[config.mk]
export PLATFORM = sky130hd
export DESIGN_NAME = onchip_mem_tester_flat
export DESIGN_NICKNAME = d
export VERILOG_FILES = /design/src/rtl/onchip_mem_tester_pkg.sv /design/src/rtl/onchip_mem_tester_if.sv /design/src/rtl/onchip_mem_tester_rdpipe.sv /design/src/rtl/onchip_mem_tester.sv /design/src/flat_wrapper.sv
export SDC_FILE = /design/constraint.sdc
export NUM_CORES = 1
export LEC_CHECK = 0
export ABC_AREA = 1
export BUFFER_PORTS_ARGS = -buffer_cell sky130_fd_sc_hd__buf_2
export CAP_MARGIN = 25
export CORE_UTILIZATION = 50
export DETAILED_ROUTE_END_ITERATION = 7
export GPL_ROUTABILITY_DRIVEN = 0
export PLACE_DENSITY = 0.69
export SLEW_MARGIN = 20
export SYNTH_ARGS = -nofsm -noshare
export SYNTH_HDL_FRONTEND = slang
export SYNTH_SLANG_ARGS = --single-unit
[constraint.sdc]
create_clock -name clk -period 10 [get_ports clk]
set_input_delay 1.5 -clock clk [delete_from_list [all_inputs] [get_ports clk]]
set_output_delay 1.5 -clock clk [all_outputs]
set_load 0.05 [all_outputs]
[src/rtl/onchip_mem_tester_pkg.sv]
// Shared types and the data-pattern generator for the on-chip RAM tester.
package onchip_mem_tester_pkg;

  typedef enum logic [2:0] {
    S_IDLE,
    S_WRITE,
    S_READ,
    S_DRAIN,
    S_DONE
  } state_e;

  localparam logic [1:0] PAT_CONST     = 2'd0;
  localparam logic [1:0] PAT_INC       = 2'd1;
  localparam logic [1:0] PAT_XOR       = 2'd2;
  localparam logic [1:0] PAT_CONST_ALT = 2'd3;

  // Word value for 0-based index within the run at the given word address.
  function automatic logic [31:0] pattern(input logic [1:0]  mode,
                                          input logic [31:0] seed,
                                          input logic [31:0] index,
                                          input logic [31:0] address);
    case (mode)
      PAT_INC:                 return seed + index;
      PAT_XOR:                 return seed ^ address;
      PAT_CONST, PAT_CONST_ALT: return seed;
      default:                 return seed;
    endcase
  endfunction

endpackage

[src/rtl/onchip_mem_tester_if.sv]
// Avalon-MM link between the tester (master) and the single-port on-chip RAM.
interface onchip_mem_tester_if #(
  parameter int ADDR_W = 13
);
  logic [ADDR_W-1:0] address;
  logic [3:0]        byteenable;
  logic              chipselect;
  logic              write;
  logic [31:0]       writedata;
  logic              clken;
  logic [31:0]       readdata;

  modport master (
    output address, byteenable, chipselect, write, writedata, clken,
    input  readdata
  );

  modport slave (
    input  address, byteenable, chipselect, write, writedata, clken,
    output readdata
  );
endinterface

[src/rtl/onchip_mem_tester_rdpipe.sv]
// Fixed-latency shift pipe tracking outstanding reads; the last stage lines
// up with the slave's readdata and acts as the compare strobe.
module onchip_mem_tester_rdpipe #(
  parameter int ADDR_W       = 13,
  parameter int READ_LATENCY = 1
) (
  input  logic              clk,
  input  logic              reset,
  input  logic              push_valid,
  input  logic [ADDR_W-1:0] push_addr,
  input  logic [31:0]       push_exp,
  output logic              out_valid,
  output logic [ADDR_W-1:0] out_addr,
  output logic [31:0]       out_exp,
  output logic              empty
);
  logic [READ_LATENCY-1:0] valid_q;
  logic [ADDR_W-1:0]       addr_q [READ_LATENCY];
  logic [31:0]             exp_q  [READ_LATENCY];

  // Shift entries one stage per cycle; stage 0 takes the read on the bus.
  always_ff @(posedge clk) begin
    if (reset) begin
      valid_q <= '0;
      for (int unsigned i = 0; i < READ_LATENCY; i++) begin
        addr_q[i] <= '0;
        exp_q[i]  <= '0;
      end
    end else begin
      valid_q[0] <= push_valid;
      addr_q[0]  <= push_addr;
      exp_q[0]   <= push_exp;
      for (int unsigned i = 1; i < READ_LATENCY; i++) begin
        valid_q[i] <= valid_q[i-1];
        addr_q[i]  <= addr_q[i-1];
        exp_q[i]   <= exp_q[i-1];
      end
    end
  end

  assign out_valid = valid_q[READ_LATENCY-1];
  assign out_addr  = addr_q[READ_LATENCY-1];
  assign out_exp   = exp_q[READ_LATENCY-1];
  assign empty     = ~|valid_q;

endmodule

[src/rtl/onchip_mem_tester.sv]
// Avalon-MM memory tester: writes a pattern over a word range, reads it back
// through a fixed-latency compare pipe and reports mismatches.
module onchip_mem_tester
  import onchip_mem_tester_pkg::*;
#(
  parameter int ADDR_W       = 13,
  parameter int DEPTH        = 7500,
  parameter int READ_LATENCY = 1,
  parameter int ERR_W        = 16
) (
  input  logic               clk,
  input  logic               reset,
  input  logic               start,
  input  logic               abort,
  input  logic [ADDR_W-1:0]  cfg_base,
  input  logic [ADDR_W:0]    cfg_len,
  input  logic [1:0]         cfg_mode,
  input  logic [31:0]        cfg_seed,
  onchip_mem_tester_if.master m,
  output logic               busy,
  output logic               done,
  output logic               pass,
  output logic [ERR_W-1:0]   err_count,
  output logic [ADDR_W-1:0]  first_err_addr,
  output logic               range_err,
  output logic               aborted
);
  state_e            state;
  logic [ADDR_W-1:0] base_q;
  logic [ADDR_W:0]   len_q;
  logic [ADDR_W:0]   idx;
  logic [1:0]        mode_q;
  logic [31:0]       seed_q;

  logic [ADDR_W:0]   idx_nxt;
  logic [ADDR_W-1:0] addr_nxt;
  logic [ADDR_W:0]   range_end;
  logic              push_valid;
  logic [31:0]       push_exp;
  logic              cmp_valid;
  logic [ADDR_W-1:0] cmp_addr;
  logic [31:0]       cmp_exp;
  logic              pipe_empty;
  logic              mismatch;

  assign m.byteenable = 4'hF;
  assign m.clken      = 1'b1;

  // Next-access arithmetic, read tracking and compare decode.
  always_comb begin
    idx_nxt    = idx + (ADDR_W+1)'(1);
    addr_nxt   = m.address + ADDR_W'(1);
    range_end  = {1'b0, cfg_base} + cfg_len;
    push_valid = m.chipselect & ~m.write;
    push_exp   = pattern(mode_q, seed_q, 32'(idx), 32'(m.address));
    mismatch   = cmp_valid && (m.readdata != cmp_exp);
  end

  onchip_mem_tester_rdpipe #(
    .ADDR_W       (ADDR_W),
    .READ_LATENCY (READ_LATENCY)
  ) u_rdpipe (
    .clk        (clk),
    .reset      (reset),
    .push_valid (push_valid),
    .push_addr  (m.address),
    .push_exp   (push_exp),
    .out_valid  (cmp_valid),
    .out_addr   (cmp_addr),
    .out_exp    (cmp_exp),
    .empty      (pipe_empty)
  );

  // Control FSM; bus outputs are registered one cycle ahead of each access.
  always_ff @(posedge clk) begin
    if (reset) begin
      state          <= S_IDLE;
      base_q         <= '0;
      len_q          <= '0;
      idx            <= '0;
      mode_q         <= '0;
      seed_q         <= '0;
      m.address      <= '0;
      m.chipselect   <= 1'b0;
      m.write        <= 1'b0;
      m.writedata    <= '0;
      busy           <= 1'b0;
      done           <= 1'b0;
      pass           <= 1'b0;
      err_count      <= '0;
      first_err_addr <= '0;
      range_err      <= 1'b0;
      aborted        <= 1'b0;
    end else begin
      done <= 1'b0;

      if (mismatch) begin
        if (err_count != '1) err_count <= err_count + ERR_W'(1);
        if (err_count == '0) first_err_addr <= cmp_addr;
      end

      case (state)
        S_IDLE: begin
          if (start) begin
            base_q         <= cfg_base;
            len_q          <= cfg_len;
            mode_q         <= cfg_mode;
            seed_q         <= cfg_seed;
            err_count      <= '0;
            first_err_addr <= '0;
            range_err      <= 1'b0;
            aborted        <= 1'b0;
            pass           <= 1'b0;
            idx            <= '0;
            if (range_end > (ADDR_W+1)'(DEPTH)) begin
              range_err <= 1'b1;
              done      <= 1'b1;
              state     <= S_DONE;
            end else if (cfg_len == '0) begin
              pass  <= 1'b1;
              done  <= 1'b1;
              state <= S_DONE;
            end else begin
              busy         <= 1'b1;
              m.chipselect <= 1'b1;
              m.write      <= 1'b1;
              m.address    <= cfg_base;
              m.writedata  <= pattern(cfg_mode, cfg_seed, 32'd0, 32'(cfg_base));
              state        <= S_WRITE;
            end
          end
        end

        S_WRITE: begin
          if (abort) begin
            m.chipselect <= 1'b0;
            m.write      <= 1'b0;
            aborted      <= 1'b1;
            state        <= S_DRAIN;
          end else if (idx == len_q - (ADDR_W+1)'(1)) begin
            m.write   <= 1'b0;
            m.address <= base_q;
            idx       <= '0;
            state     <= S_READ;
          end else begin
            idx         <= idx_nxt;
            m.address   <= addr_nxt;
            m.writedata <= pattern(mode_q, seed_q, 32'(idx_nxt), 32'(addr_nxt));
          end
        end

        S_READ: begin
          if (abort) begin
            m.chipselect <= 1'b0;
            aborted      <= 1'b1;
            state        <= S_DRAIN;
          end else if (idx == len_q - (ADDR_W+1)'(1)) begin
            m.chipselect <= 1'b0;
            state        <= S_DRAIN;
          end else begin
            idx       <= idx_nxt;
            m.address <= addr_nxt;
          end
        end

        S_DRAIN: begin
          if (pipe_empty) begin
            busy  <= 1'b0;
            done  <= 1'b1;
            pass  <= (err_count == '0) && !range_err && !aborted;
            state <= S_DONE;
          end
        end

        S_DONE:  state <= S_IDLE;
        default: state <= S_IDLE;
      endcase
    end
  end

endmodule

[src/flat_wrapper.sv]
// flat-port wrapper written by rule: the top's interface ports become plain ports
module onchip_mem_tester_flat import onchip_mem_tester_pkg::*;
#(
  parameter int ADDR_W       = 13,
  parameter int DEPTH        = 7500,
  parameter int READ_LATENCY = 1,
  parameter int ERR_W        = 16
)
  (clk, reset, start, abort, cfg_base, cfg_len, cfg_mode, cfg_seed, busy, done, pass, err_count, first_err_addr, range_err, aborted, m_address, m_byteenable, m_chipselect, m_write, m_writedata, m_clken, m_readdata);
  onchip_mem_tester_if #(.ADDR_W(ADDR_W)) m_i ();
  input  logic clk;
  input  logic reset;
  input  logic start;
  input  logic abort;
  input  logic [ADDR_W-1:0] cfg_base;
  input  logic [ADDR_W:0] cfg_len;
  input  logic [1:0] cfg_mode;
  input  logic [31:0] cfg_seed;
  output logic busy;
  output logic done;
  output logic pass;
  output logic [ERR_W-1:0] err_count;
  output logic [ADDR_W-1:0] first_err_addr;
  output logic range_err;
  output logic aborted;
  output wire logic [$bits(m_i.address)-1:0] m_address;
  output wire logic [$bits(m_i.byteenable)-1:0] m_byteenable;
  output wire logic [$bits(m_i.chipselect)-1:0] m_chipselect;
  output wire logic [$bits(m_i.write)-1:0] m_write;
  output wire logic [$bits(m_i.writedata)-1:0] m_writedata;
  output wire logic [$bits(m_i.clken)-1:0] m_clken;
  input wire logic [$bits(m_i.readdata)-1:0] m_readdata;
  assign m_address = m_i.address;
  assign m_byteenable = m_i.byteenable;
  assign m_chipselect = m_i.chipselect;
  assign m_write = m_i.write;
  assign m_writedata = m_i.writedata;
  assign m_clken = m_i.clken;
  assign m_i.readdata = m_readdata;
  onchip_mem_tester #(.ADDR_W(ADDR_W), .DEPTH(DEPTH), .READ_LATENCY(READ_LATENCY), .ERR_W(ERR_W)) u_core (.clk(clk), .reset(reset), .start(start), .abort(abort), .cfg_base(cfg_base), .cfg_len(cfg_len), .cfg_mode(cfg_mode), .cfg_seed(cfg_seed), .m(m_i), .busy(busy), .done(done), .pass(pass), .err_count(err_count), .first_err_addr(first_err_addr), .range_err(range_err), .aborted(aborted));
endmodule
==> impl_results.md <==
* Initial antenna violation count at 1
* Yosys reg bits at 205
* Seq/Total Area, Yosys at 29.6%
* Max-cap violations at 0
* Share of the synthesized area in the top cell type at 29.6%
* Worst-path maximum fanout at 12
* Final nets at 2445
* Status: finished, final reports clean
* Final Skew at 0.0175 ns
* Die W at 169 µm
* R2r startpoint: u_core.idx[0]$_SDFFE_PP0P_
* Post-route ant nets at 0
* Setup violators final at 0
* Fin crit share at 43.1%
* Yosys top cell by area: dfxtp_1
* Post-Route WL at 45.0 mm
* Hold Path Class: reg2reg
* Crit. End Element: flip-flop
* Number of synthesized flops with an enable pin at 0
* Worst Path Required at 10.46 ns
* Fraction of layout cells with a size suffix above 1 at 13.8%
* Fin crit period at 4.31 ns
* Slew margin rel. at 42.5%
* Detail Placement HPWL at 34.0 mm
* Total setup buffers inserted after CTS at 0
* Slew @ Worst Pin at 0.856 ns
* Grt met1 use at 46.1%
* First-pass GRT wire length at 70.9 mm
* Synth area leaders: dfxtp_1 30%, nand2_1 12%, inv_1 7.5%, nand3_1 6.5%, nor2_1 6.1%
* Wire per inst at 16.8 µm
* Pwr dens at 289 nW/µm²
* Reported leakage power at 0.00735 µW
* Sink Count at 205
* Grt peak-use layer: met1
* CP Launch Type: flip-flop
* Post-Syn Area at 13900 µm²
* Hold Fails Final Rpt at 0
* Core Footprint at 27100 µm²
* N_diodes at 0
* Max Slew Vio Count at 0
* GRT met2 Usage at 45.1%
* RSZ-0062 raised after global routing: false
* Routed vias at 14900
* Port Buffers at 177
* Max Clk Rate at 232 MHz
* Setup CP Type: reg2reg
* Clock slew at reported path FFs at 0.06 ns
* Die Area at 28400 µm²
* Area Growth Syn to Fin at 13.5%
* FFs w/ async S/R, synth at 0%
* DR pass1 iterations at 7
* DRT iter0 DRCs at 1717
* Syn avg cell area at 6.42 µm²
* Critical Path AT at 4.77 ns
* Worst reg2reg endpoint: u_core.m.writedata[18]$_SDFFE_PP0P_
* Most instantiated cells after synthesis: 455 x nand2_1, 278 x inv_1, 225 x nor2_1, 205 x dfxtp_1, 181 x nand3_1
* Std-Cell Rows at 60
* Overflow after GRT at 0
* Setup TNS at 0 ns
* DRC violations left at 0
* Total CTS buffers at 24
* Layout fillers at 2688
* CTS H-tree lvls at 1
* Yosys warning count at 0
* Reg-to-reg slack, setup at 5.69 ns
* End of the worst hold path: u_core.first_err_addr[2]$_SDFF_PP0_
* R2R depth at 22
* Clk_lat worst skew at 0.53 ns
* Vias per cell at 5.54
* Largest net degree at the start of global routing at 64
* Post-synth cell types at 56
* Cts hold-fix bufs at 0
* Root buf cell: clkbuf_16
* Number of global-route vias before repair at 13200
* Maximum VDD drop at 228 µV
* I/O pins at 183
* Hold path start: u_core.first_err_addr[2]$_SDFF_PP0_
* Hold_ws at 0.439 ns
* Total Routing Usage GR at 31.3%
* Initial Util at 51.2%
* Cells after Synth at 2163
* CTS tree: built
* Min-Delay Path Depth at 2
* Die Y at 169 µm
* Most frequent cell after synthesis: nand2_1
* GR Layer Usage met3 at 6.55%
* Ys flop type: dfxtp_1
* Clock buffer depth at 3
* Post-CTS Resized at 0
-- critical path, stage by stage, from the launching register on --
cell	delay, ns
dfxtp_1	0.39
inv_1	0.14
nor3_1	0.38
nand2_1	0.09
nor2_1	0.19
nand3_1	0.18
nor3_2	0.27
nand3_1	0.14
xnor2_1	0.19
ha_1	0.38
nand2_1	0.14
nor2_1	0.20
nand4_1	0.10
o21ai_0	0.25
buf_4	0.24
nand2_1	0.07
nand2_1	0.07
nand3_1	0.06
nand3_1	0.10
o21ai_0	0.27
nand3_1	0.19
nand2_1	0.08
nor2_1	0.11
-- layout make-up --
type	count	area, µm²	share of cell area (%)
clock buffer	30	694	4.41
clock inverter	14	149	0.945
inverter	291	1100	6.96
multi-input combinational	1588	8290	52.6
sequential	205	4100	26.0
tap	372	465	2.95
timing repair buffer	187	961	6.10
-- logic make-up after synthesis --
group	Yosys count	synth area share, %
flops	205	29.6
compound gates	412	16.1
buf+inv	374	10.9
fa+ha+maj	51	4.76
simple gates	1029	32.8
other cells	1	0.0270
xor+xnor	91	5.79
-- report_power, final --
group          switching, µW  internal [µW]  total (µW)
clock                    372            547         919
combinational           1680            675        2360
sequential               241           1030        1270
total                   2290           2260        4550
-- stage by stage --
step           total power [µW]  utilization, %  worst slack (ns)  instance area, µm²  instances
6_report                   4550            58.1              5.69               15800       2687
5_1_grt                    4850            58.1              5.50               15800       2687
4_1_cts                    4510            58.1              5.90               15800       2687
3_5_place_dp               3570            55.0              5.53               14900       2643
3_3_place_gp               3550            55.0              5.63               14900       2643
2_1_floorplan              3040               -              6.50               13900       2167
-- how the worst max path moves through the flow --
stage | slack (ns) | endpoint | cells past startpoint | from
2_1_floorplan | 6.50 | u_core.m.address[11]$_SDFFE_PP0P_ | 22 | cfg_base[0]
5_1_grt | 5.50 | u_core.m.writedata[22]$_SDFFE_PP0P_ | 20 | u_core.idx[1]$_SDFFE_PP0P_
3_3_place_gp | 5.63 | u_core.m.writedata[3]$_SDFFE_PP0P_ | 23 | cfg_len[0]
3_5_place_dp | 5.53 | u_core.m.writedata[3]$_SDFFE_PP0P_ | 23 | cfg_len[0]
4_1_cts | 5.90 | u_core.m.writedata[14]$_SDFFE_PP0P_ | 21 | u_core.idx[0]$_SDFFE_PP0P_
6_report | 5.69 | u_core.m.writedata[18]$_SDFFE_PP0P_ | 22 | u_core.idx[0]$_SDFFE_PP0P_
-- layout by cell type (no fill, tap or decap), types with 3 or more instances in the layout --
master and instances:
nand3_1 181, a31oi_1 10, conb_1 5, o211ai_1 9, nand2_1 455, xnor2_1 38
nor3_1 46, or2_2 12, o21ai_0 159, buf_4 10, nand2_4 4, nand2_2 9
a211oi_1 11, dfxtp_1 205, nor3_2 3, nor2_1 225, nor4_1 7, clkbuf_8 5
clkbuf_16 25, inv_2 11, nand4_1 32, nand3b_1 10, clkinvlp_4 7, xor2_1 52
a21oi_1 162, buf_2 177, o21ai_1 7, o22ai_1 31, nor2_2 30, nor2_4 7
o21a_1 4, inv_1 278, a22o_1 3, fa_1 3, ha_1 47, o21bai_1 4
-- state kept, by name (all words and copies together) (netlist names), 2 cells and up --
name and flops:
u_core.m.writedata 32, u_core.err_count 16, u_core.seed_q 32, u_core.mode_q 2, u_core.base_q 13, u_core.u_rdpipe.addr_q 13, u_core.m.address 13, u_core.len_q 14
u_core.first_err_addr 13, u_core.state 3, u_core.idx 14, u_core.u_rdpipe.exp_q 32
-- layer usage --
metal  up-vias  share of wire, %
li1       7318                 -
met1      6629                45
met2       852                40
met3        87                12
met4         2               2.9
met5         -             0.029
Note: power is estimated with default switching activity, not from simulation.
